--- src/rtl/sp_pkg.sv ---
// sp_pkg: shared state/axis encodings and default position limits for the solar tracker
package sp_pkg;
  typedef enum logic [2:0] {IDLE = 3'd0, SETTLE = 3'd1, REQ = 3'd2, EVAL = 3'd3, MOVE = 3'd4} state_t;
  typedef enum logic {AXIS_H = 1'b0, AXIS_V = 1'b1} axis_t;
  localparam int SP_POS_MIN = 0;
  localparam int SP_POS_MAX = 180;
  localparam int SP_POS_MID = (SP_POS_MIN + SP_POS_MAX) / 2;
endpackage

--- src/rtl/settle_timer.sv ---
// settle_timer: reloadable down-counter; done while the count sits at zero
module settle_timer #(
  parameter int CYC = 1000
) (
  input  logic CLK,
  input  logic RST_N,
  input  logic load,
  output logic done
);
  localparam int W = $clog2(CYC + 1);
  logic [W-1:0] cnt;
  always_ff @(posedge CLK or negedge RST_N)
    if (!RST_N) cnt <= '0;
    else cnt <= load ? W'(CYC) : cnt - W'(cnt != '0);
  assign done = cnt == '0;
endmodule

--- src/rtl/track_step_scheduler.sv ---
// track_step_scheduler: two-axis hill-climbing servo scheduler with settle delay and ADC handshake
module track_step_scheduler import sp_pkg::*; #(
  parameter int POS_W      = 8,
  parameter int V_W        = 12,
  parameter int POS_MIN    = SP_POS_MIN,
  parameter int POS_MAX    = SP_POS_MAX,
  parameter int STEP       = 2,
  parameter int SETTLE_CYC = 1000,
  parameter int HYST       = 4
) (
  input  logic             CLK,
  input  logic             RST_N,
  input  logic             en,
  input  logic             man_l,
  input  logic             man_r,
  input  logic             man_u,
  input  logic             man_d,
  output logic             adc_req,
  input  logic             adc_ack,
  input  logic [V_W-1:0]   adc_data,
  output logic [POS_W-1:0] pos_h,
  output logic [POS_W-1:0] pos_v,
  output logic             axis,
  output logic             dir_h,
  output logic             dir_v,
  output logic [V_W-1:0]   v_best,
  output logic [2:0]       state,
  output logic             busy
);
  localparam logic [POS_W-1:0] MID = POS_W'((POS_MIN + POS_MAX) / 2);
  state_t st, st_next;
  axis_t ax;
  logic base, done, step_ok, better, cur_dir, swap;
  logic [1:0] fails, fails_inc;
  logic [V_W-1:0] sample;
  logic [POS_W-1:0] cur, prev_pos;
  int tgt;
  function automatic logic [POS_W-1:0] clamp(input int p);
    return POS_W'(p < POS_MIN ? POS_MIN : (p > POS_MAX ? POS_MAX : p));
  endfunction
  settle_timer #(.CYC(SETTLE_CYC)) u_timer (.CLK(CLK), .RST_N(RST_N), .load(st != SETTLE), .done(done));
  assign cur       = ax == AXIS_V ? pos_v : pos_h;
  assign cur_dir   = ax == AXIS_V ? dir_v : dir_h;
  assign better    = {1'b0, sample} > {1'b0, v_best} + (V_W+1)'(HYST);
  assign fails_inc = fails + 2'd1;
  assign swap      = fails_inc == 2'd2;
  assign state     = st;
  assign axis      = ax;
  always_comb begin
    tgt     = cur_dir ? int'(cur) + STEP : int'(cur) - STEP;
    step_ok = tgt >= POS_MIN && tgt <= POS_MAX;
  end
  always_ff @(posedge CLK or negedge RST_N)
    if (!RST_N) st <= IDLE;
    else st <= st_next;
  always_comb begin
    case (st)
      IDLE:    st_next = en ? SETTLE : IDLE;
      SETTLE:  st_next = done ? REQ : SETTLE;
      REQ:     st_next = adc_ack ? EVAL : REQ;
      EVAL:    st_next = MOVE;
      MOVE:    st_next = step_ok ? SETTLE : MOVE;
      default: st_next = IDLE;
    endcase
    if (!en) st_next = IDLE;
  end
  // Abort (en low) freezes everything; manual steps only act while idle and disabled
  always_ff @(posedge CLK or negedge RST_N)
    if (!RST_N) begin
      pos_h    <= MID;
      pos_v    <= MID;
      prev_pos <= MID;
      ax       <= AXIS_H;
      dir_h    <= 1'b1;
      dir_v    <= 1'b1;
      v_best   <= '0;
      sample   <= '0;
      fails    <= '0;
      base     <= 1'b0;
      adc_req  <= 1'b0;
      busy     <= 1'b0;
    end else begin
      adc_req <= st_next == REQ;
      busy    <= st_next != IDLE;
      if (!en) begin
        if (st == IDLE) begin
          pos_h <= clamp(int'(pos_h) + (man_r ? STEP : 0) - (man_l ? STEP : 0));
          pos_v <= clamp(int'(pos_v) + (man_u ? STEP : 0) - (man_d ? STEP : 0));
        end
      end else if (st == IDLE) base <= 1'b1;
      else if (st == REQ && adc_ack) sample <= adc_data;
      else if (st == EVAL && (base || better)) begin
        v_best <= sample;
        base   <= 1'b0;
        if (!base) fails <= '0;
      end else if (st == EVAL || (st == MOVE && !step_ok)) begin
        if (st == EVAL && ax == AXIS_V) pos_v <= prev_pos;
        if (st == EVAL && ax == AXIS_H) pos_h <= prev_pos;
        if (ax == AXIS_V) dir_v <= ~dir_v;
        else dir_h <= ~dir_h;
        fails <= swap ? 2'd0 : fails_inc;
        if (swap) ax <= ax == AXIS_H ? AXIS_V : AXIS_H;
      end else if (st == MOVE) begin
        prev_pos <= cur;
        if (ax == AXIS_V) pos_v <= POS_W'(tgt);
        else pos_h <= POS_W'(tgt);
      end
    end
endmodule

--- config.mk ---
export PLATFORM = sky130hd
export DESIGN_NAME = track_step_scheduler
export DESIGN_NICKNAME = d
export VERILOG_FILES = /design/src/rtl/sp_pkg.sv /design/src/rtl/settle_timer.sv /design/src/rtl/track_step_scheduler.sv
export SDC_FILE = /design/constraint.sdc
export NUM_CORES = 1
export LEC_CHECK = 0
export CAP_MARGIN = 0
export CELL_PAD_IN_SITES_DETAIL_PLACEMENT = 0
export CELL_PAD_IN_SITES_GLOBAL_PLACEMENT = 1
export CORE_ASPECT_RATIO = 1.2
export CORE_MARGIN = 2
export CORE_UTILIZATION = 49
export CTS_BUF_LIST = sky130_fd_sc_hd__clkbuf_4 sky130_fd_sc_hd__clkbuf_8
export CTS_CLUSTER_DIAMETER = 80
export DETAILED_ROUTE_END_ITERATION = 16
export PLACE_DENSITY_LB_ADDON = 0.1
export SLEW_MARGIN = 30
export SYNTH_ARGS = -nofsm -noshare
export SYNTH_HDL_FRONTEND = slang
export SYNTH_SLANG_ARGS = --single-unit
--- constraint.sdc ---
create_clock -name CLK -period 7.8 [get_ports CLK]
set_clock_uncertainty 0.1 [all_clocks]
set_input_delay 1.56 -clock CLK [delete_from_list [all_inputs] [get_ports CLK]]
set_output_delay 1.56 -clock CLK [all_outputs]
set_load 0.02 [all_outputs]
==> qor.csv, run 1 <==
metric,value,unit
crit path DAT,5030,ps
"antenna viol nets, final",0,
crit start category,input port,
Die Width,95.16,um
Sw Pwr,0.8886,mW
CP cell instances,"clkdlybuf4s50_1, and4b_1, a21oi_1, o21a_1, a2111oi_0, or2_2, a41o_1, o21ai_0, o32a_1",
first-pass GRT wire length,19.97,mm
"Hold Vio Cnt, Final",0,
Core Area,0.009613,sq mm
H-tree levels,3,
DRC,0,
RSZ-0062 raised after global routing,false,
post-DR wirelength/cell,17.43,um
worst skew pair latency,350,ps
max-cap violation count,0,
Port Buffers,55,
CP endpoint kind,flop,
Reg-to-Reg End,pos_v[1],
crit path kind,in -> reg,
Register Area,0.001744,sq mm
CP max stage cell,clkdlybuf4s50_1,
"Max FO, Critical Path",14,
Combinational Power Share,0.582,
WL final,12.02,mm
# nets final,619,
FILL cells,831,
"Setup violations, final",0,
CTS tree,built,
post-cts gate resize count,0,
Seq cells post-synth,69,
Clk network pwr share,0.165,
Synth Instances,502,
launch point of the worst reg-to-reg path,v_best[2],
DP Worst Slack,2682,ps
Hold Path Depth,2,
Pins Over Slew Limit,0,
"slowest stage delay, CP",900,ps
IO Count,56,
Vias/cell,5.936,
outcome,"complete, no violations",
commonest cells in the netlist,"dfrtp_1, nor2_1, mux2_2",
antenna cells,0,
Synth Cell Area,0.004886,sq mm
Pint,1.112,mW
clk sinks,69,
post-synth cell types,71,
TritonRoute pass-1 iters,5,
Hold Buf Count CTS,0,
total number of yosys warnings,0,
share of layout cells above drive strength 1,0.1587,
syn avg cell area,9.733,sq um
Switching Share,0.4441,
detailed placer's ending HPWL,9.301,mm
syn_nets,559,
pin count of the biggest net entering global routing,70,
clk slew on worst S/H paths,80,ps
clk buf depth,2,
Max Clock Freq,206.3,MHz
Setup TNS,0,ps
"Seq/Total Area, Yosys",0.3570,
Reg power frac,0.253,
area growth from synthesis to layout,18.39,%
Slew @ Worst Pin,871.1,ps
grt total ovfl,0,
Total Routing Usage GR,0.2378,
Post-synth EDFFs,0,
fin worst setup slack,2952,ps
leading area contributor after synthesis,dfrtp_1,
gp weighted congestion,0.8859,
site row count,39,
CTS buffer count,9,
vias in the first global route,4186,
Via Count,4096,
Worst R2R Setup Slack,3880,ps
hold_sp,prev_pos[6],
Leak,2.621,nW
Final Critical Period,4848,ps
ys flop type,dfrtp_1,
power per cell area,345.9,mW/mm^2
total die area,0.01079,sq mm
Initial Util,0.5083,
fin crit share,0.6216,
die height,113.4,um
initial antenna violation count,0,
most common cell in the synthesized netlist,dfrtp_1,
Max-slew headroom,0.4193,
postcts setup bufs,0,
critical path required time,7980,ps
maximum vdd drop,0.1324,mV
"FFs w/ async S/R, synth",1.000,
synth top area cells,"dfrtp_1, mux2_2, ha_1",
top cell type's share of synthesized area,0.2817,
WHS Endpoint,prev_pos[6],
Clock Tree Root,clkbuf_8,
area of the multi-input gates,0.002958,sq mm
Hold Path Class,reg -> reg,
Iter 0 DRT Violations,164,
r2r worst-path depth,13,
-- how the worst max path moves through the flow --
stage / startpoint / endpoint / cells after the start
2_1_floorplan: man_r / pos_h[0] / 11
3_3_place_gp: en / pos_v[1] / 9
3_5_place_dp: en / pos_v[1] / 9
4_1_cts: en / pos_v[1] / 9
5_1_grt: en / pos_v[1] / 9
6_report: en / pos_v[1] / 9
-- layout make-up --
type                            count  area share
Clock inverter                      4     0.01255
Tap cell                          123     0.02661
Timing Repair Buffer               57     0.09691
Sequential cell                    69      0.3015
Inverter                           38     0.02466
Multi-Input combinational cell    387      0.5114
Clock buffer                       12     0.02639
-- per-stage QoR --
stage                     utilization  area [sq um]  cells  hold slack [ps]  power (mW)
final                          0.6017          5784    690            413.7       2.001
after global routing           0.6017          5784    690            432.0       2.151
after CTS                      0.6017          5784    690            417.5       2.012
after detailed placement       0.5783          5559    674            403.5       1.672
after global placement         0.5783          5559    674            370.8       1.655
after floorplan                     -          4886    502            356.7       1.348
-- cell usage in the layout (no fill, tap or decap), drive strengths merged, types with 20 or more instances in the layout --
cell	netlist	final
ha	33	33
clkdlybuf4s50	0	54
nor2	45	45
nand2	27	27
dfrtp	55	55
o21ai	26	26
mux2	39	39
a21oi	20	20
inv	37	37
nand3	21	21
-- state kept, by name, indices dropped and copies added (netlist names) --
signal,count
sample,12
v_best,12
u_timer.cnt,10
pos_h,8
pos_v,8
prev_pos,8
state,3
fails,2
adc_req,1
axis,1
base,1
busy,1
dir_h,1
dir_v,1
-- kinds of logic after synthesis --
kind of cell    after synthesis  synth area share
mux                          51            0.1152
flops                        69            0.3570
compound gates              122            0.1839
fa+ha+maj                    37            0.1009
xor+xnor                     24           0.04302
buf+inv                      46           0.03764
simple gates                153            0.1624
-- metal layers --
layer,wire length [um],GRT usage,up-vias
met5,0,0,-
li1,-,-,1977
met1,4871,0.2688,2008
met4,282,0.08792,0
met2,6455,0.4347,89
met3,414,0.04756,22
-- critical path: cells and delay by family --
family          cells  cell delay, ps
simple gates        2             560
buf+inv             1             900
compound gates      6            1990
-- power by group through the flow --
| stage | registers (mW) | clock network (mW) | logic, mW |
|---|---|---|---|
| after floorplan | 0.526 | 0 | 0.822 |
| after global placement | 0.513 | 0 | 1.14 |
| after detailed placement | 0.515 | 0 | 1.16 |
| after CTS | 0.509 | 0.339 | 1.16 |
| after global routing | 0.515 | 0.352 | 1.28 |
| final | 0.506 | 0.329 | 1.17 |
Power figures use the tool's default switching activity.
==> inputs of run 2 (changes only) <==
- CORE_UTILIZATION: 49 -> 41
- clock period: 7.8 -> 4.4 ns (I/O delays scaled with it)
==> run 2 against run 1 <==
  * Total power is 71% higher
  * Via count is 1.3% lower
  * Sequential power is 77% higher
  * Critical path depth is 3 higher
  * Combinational power is 77% higher
  * Setup slack worse by 2400 ps
  * Wire length is 2.0% higher
  * Final cell count is 5.7% higher
  * Non-clock buffer count is 5 higher
==> qor.csv, run 2 (synthesis gave the netlist of run 1 again) <==
metric,value,unit
CTS buffer count,9,
critical path required time,4540,ps
Leak,2.621,nW
fin crit share,0.8800,
Fin Hold WS,407.8,ps
Via Count,4042,
Iter 0 DRT Violations,156,
H-tree levels,3,
clk slew on worst S/H paths,70,ps
area of the multi-input gates,0.002958,sq mm
Final Critical Period,3872,ps
Vias/cell,5.545,
crit start category,input port,
Total Routing Usage GR,0.2053,
CTS tree,built,
post-cts gate resize count,0,
Hold Path Class,reg -> reg,
launch point of the worst reg-to-reg path,v_best[2],
grt total ovfl,0,
"most common cell after layout, fill and taps aside",dfrtp_1,
Clock Tree Root,clkbuf_8,
CP most frequent cell,fa_1,
Pins Over Slew Limit,0,
Die Width,103.7,um
IO Count,56,
pin count of the biggest net entering global routing,37,
clk sinks,69,
first-pass GRT wire length,20.82,mm
max-cap violation count,0,
total die area,0.01281,sq mm
Hold Path Depth,2,
vias in the first global route,4109,
WHS Endpoint,prev_pos[6],
Max-slew headroom,0.4685,
Register Area,0.001744,sq mm
outcome,"complete, no violations",
Reg-to-Reg End,v_best[1],
post-DR wirelength/cell,16.82,um
initial antenna violation count,0,
Setup TNS,0,ps
Pwr Total,3.427,mW
"Setup violations, final",0,
CP cell instances,"clkdlybuf4s50_1, inv_1, fa_1, fa_1, nand2b_1, a21oi_1, o21a_1, or3_1, a22oi_1, nor3b_1, nor2_1, mux2_2",
postcts setup bufs,0,
"Max FO, Critical Path",4,
maximum vdd drop,0.2427,mV
crit path DAT,4010,ps
hold_sp,prev_pos[6],
CP endpoint kind,flop,
power per cell area,589.3,mW/mm^2
most frequent cells in the layout,"dfrtp_1, clkdlybuf4s50_1, nor2_1",
RSZ-0062 raised after global routing,false,
DRC,0,
"antenna viol nets, final",0,
WL final,12.26,mm
share of layout cells above drive strength 1,0.1661,
Max Clock Freq,258.3,MHz
crit path kind,in -> reg,
gp weighted congestion,0.8429,
CP max stage cell,fa_1,
"Hold Vio Cnt, Final",0,
Slew @ Worst Pin,797.2,ps
TritonRoute pass-1 iters,4,
# nets final,624,
r2r worst-path depth,13,
antenna cells,0,
Largest regs,"sample: 12 flops, v_best: 12 flops, u_timer.cnt: 10 flops",
Port Buffers,55,
"slowest stage delay, CP",530,ps
area growth from synthesis to layout,19.03,%
Hold Buf Count CTS,0,
die height,123.6,um
Worst R2R Setup Slack,560,ps
Initial Util,0.4224,
clk buf depth,2,
Core Area,0.01157,sq mm
worst skew pair latency,350,ps
FILL cells,1082,
site row count,43,
detailed placer's ending HPWL,9.606,mm
[run 2: cell types whose count changed in the layout (fill, tap and decap cells not counted), sizes merged]
cell / delta
clkinv: +3
clkbuf: -2
clkinvlp: +1
bufinv: -2
buf: +5
[run 2: where the power goes]
group / switching (mW) / total (mW) / internal [mW]
clock: 0.248 / 0.466 / 0.217
combinational: 1.18 / 2.07 / 0.887
sequential: 0.150 / 0.895 / 0.745
total: 1.58 / 3.43 / 1.85
[run 2: layout make-up]
| cell class | instances | area share |
|---|---|---|
| clock inverter | 6 | 0.006670 |
| inverter | 38 | 0.02453 |
| clock buffer | 10 | 0.02367 |
| sequential | 69 | 0.2999 |
| multi-input combinational | 387 | 0.5086 |
| tap | 157 | 0.03378 |
| timing repair buffer | 62 | 0.1028 |
[run 2: worst max-delay path by stage]
stage	to	startpoint	slack, ps	cells after the start
6_report	pos_h[0]	man_r	530	12
5_1_grt	v_best[3]	v_best[2]	180	13
4_1_cts	v_best[1]	v_best[2]	490	13
3_5_place_dp	pos_h[0]	man_r	140	12
3_3_place_gp	pos_h[3]	man_r	250	12
2_1_floorplan	pos_h[0]	man_r	850	11
[run 2: metrics by stage]
step / cell area [sq um] / instances / util / setup WS, ps
finish: 5816 / 729 / 0.5028 / 527.9
floorplan: 4886 / 502 / - / 850.8
global placement: 5639 / 713 / 0.4875 / 245.7
detailed placement: 5639 / 713 / 0.4875 / 139.7
global route: 5816 / 729 / 0.5028 / 177.3
CTS: 5816 / 729 / 0.5028 / 486.4
[run 2: critical path, delay by kind of cell]
kind	cells	cell delay, ps
adders and majority gates	2	950
and+or+nand+nor	4	880
buffers and inverters	2	510
AOI/OAI and AO/OA	3	480
muxes	1	290
[run 2: per-layer routing]
layer  vias to the layer above  routed length, um  GRT usage  part of all wire
met3                        14                391    0.03297             0.032
met4                         0                227    0.06841             0.019
met5                         -                  0          0                 0
li1                       1984                  -          -                 -
met1                      1972               5056     0.2350              0.41
met2                        72               6588     0.3932              0.54
==> inputs of run 3 (changes only) <==
- CORE_UTILIZATION: 41 -> 35
- SLEW_MARGIN: 30 -> 20
==> run 3 against run 2 <==
  * Non-clock buffer count increased by 3
  * Critical path depth shrank 2
  * Count of clock-buffer cells in the layout is 1 higher
  * First-iteration DRC count is 29% lower
  * Worst hold slack lost 11 ps
==> qor.csv, run 3 (synthesis gave the netlist of run 1 again) <==
metric,value,unit
Slew @ Worst Pin,771.0,ps
share of layout cells above drive strength 1,0.1704,
Core Area,0.01370,sq mm
CTS tree,built,
worst skew pair latency,360,ps
"antenna viol nets, final",0,
r2r worst-path depth,10,
"Setup violations, final",0,
"slowest stage delay, CP",690,ps
gp weighted congestion,0.8005,
Reg-to-Reg End,pos_v[3],
H-tree levels,3,
Final Critical Period,3912,ps
max layer used,met4,
postcts setup bufs,0,
die height,133.4,um
met2 wire length,6.963,mm
WL met3,438,um
clk slew on worst S/H paths,80,ps
detailed placer's ending HPWL,10.45,mm
post-DR wirelength/cell,17.85,um
Total Routing Usage GR,0.1864,
crit path kind,reg -> reg,
DP Worst Slack,140.6,ps
Hold Path Depth,2,
Setup TNS,0,ps
site row count,47,
outcome,"complete, no violations",
TritonRoute pass-1 iters,4,
Die Width,111.9,um
WL final,13.31,mm
Worst R2R Setup Slack,490,ps
"most common cell after layout, fill and taps aside",dfrtp_1,
Port Buffers,55,
Vias/cell,5.500,
most frequent cells in the layout,"dfrtp_1, clkdlybuf4s50_1, nor2_1",
pin count of the biggest net entering global routing,36,
fin crit share,0.8891,
max-cap violation count,0,
RSZ-0062 raised after global routing,false,
maximum vdd drop,0.3738,mV
Pwr Total,3.674,mW
Largest regs,"sample: 12 flops, v_best: 12 flops, u_timer.cnt: 10 flops",
"Hold Vio Cnt, Final",0,
post-cts gate resize count,0,
crit start category,flop,
crit path DAT,4100,ps
WHS Endpoint,prev_pos[6],
hold_sp,prev_pos[6],
"Max FO, Critical Path",14,
Via Count,4103,
CTS buffer count,9,
CP cell instances,"mux2i_1, inv_1, ha_1, a311oi_1, a2111oi_4, or4_1, o211ai_2, a41o_1, o21ai_0, o32a_1",
crit path buf inv count,1,
# nets final,627,
Hold Path Class,reg -> reg,
fin worst setup slack,488.1,ps
post-route met1 wirelength,5.509,mm
critical path required time,4590,ps
Crit path max-delay family,compound AO/OA/AOI/OAI gates,
vias in the first global route,4246,
Initial Util,0.3566,
Max Clock Freq,255.6,MHz
first-pass GRT wire length,21.92,mm
Leak,2.674,nW
clk buf depth,2,
FILL cells,1401,
power per cell area,618.8,mW/mm^2
grt total ovfl,0,
Max-slew headroom,0.4860,
area growth from synthesis to layout,21.51,%
CP endpoint kind,flop,
Fin Hold WS,396.6,ps
initial antenna violation count,0,
total die area,0.01492,sq mm
CP max stage cell,dfrtp_1,
clk sinks,69,
Pins Over Slew Limit,0,
launch point of the worst reg-to-reg path,axis,
antenna cells,0,
Clock Tree Root,clkbuf_8,
DRC,0,
IO Count,56,
Hold Buf Count CTS,0,
Iter 0 DRT Violations,110,
run 3: changes by cell type in the layout (fill, tap and decap cells not counted), sizes merged:
cell      previous run  this run
buf                  8        11
clkbuf              10        11
clkinv               5         2
clkinvlp             2         1
bufinv               0         3
run 3: worst max path at each step:
stage           from        to  cells after the start
2_1_floorplan  man_r  pos_h[0]                     11
3_3_place_gp   man_r  pos_h[3]                     12
3_5_place_dp   man_r  pos_h[3]                     12
4_1_cts         axis  pos_v[3]                     10
5_1_grt         axis  pos_v[3]                     10
6_report        axis  pos_v[3]                     10
run 3: area by class of cell:
cell class                 instances  area [sq um]  share of cell area
clock buffer                      11         151.4             0.02550
timing repair buffer              65         620.6              0.1045
inverter                          38         142.6             0.02403
sequential                        69          1744              0.2938
tap                              171         214.0             0.03604
multi-input combinational        387          2958              0.4982
clock inverter                     5         106.4             0.01791
run 3: tightest hold or removal path, stage by stage (launching register included):
cell and delay [ps]:
dfstp_2 370, inv_1 60, mux2i_1 70
run 3: layer usage:
| layer | track usage | vias to the layer above |
|---|---|---|
| li1 | - | 1993 |
| met1 | 0.2101 | 1990 |
| met2 | 0.3434 | 94 |
| met3 | 0.03139 | 26 |
| met4 | 0.08162 | 0 |
| met5 | 0 | - |
run 3: where the power goes:
group          leakage, nW  internal, mW  switching [mW]
clock                0.126         0.409           0.266
combinational         1.71         0.895            1.21
sequential           0.837         0.745           0.153
run 3: metrics by stage:
step                instance area (sq um)  cells    util
global placement                     5679    730  0.4145
finish                               5937    746  0.4333
detailed placement                   5679    730  0.4145
floorplan                            4886    502       -
CTS                                  5937    746  0.4333
global route                         5937    746  0.4333
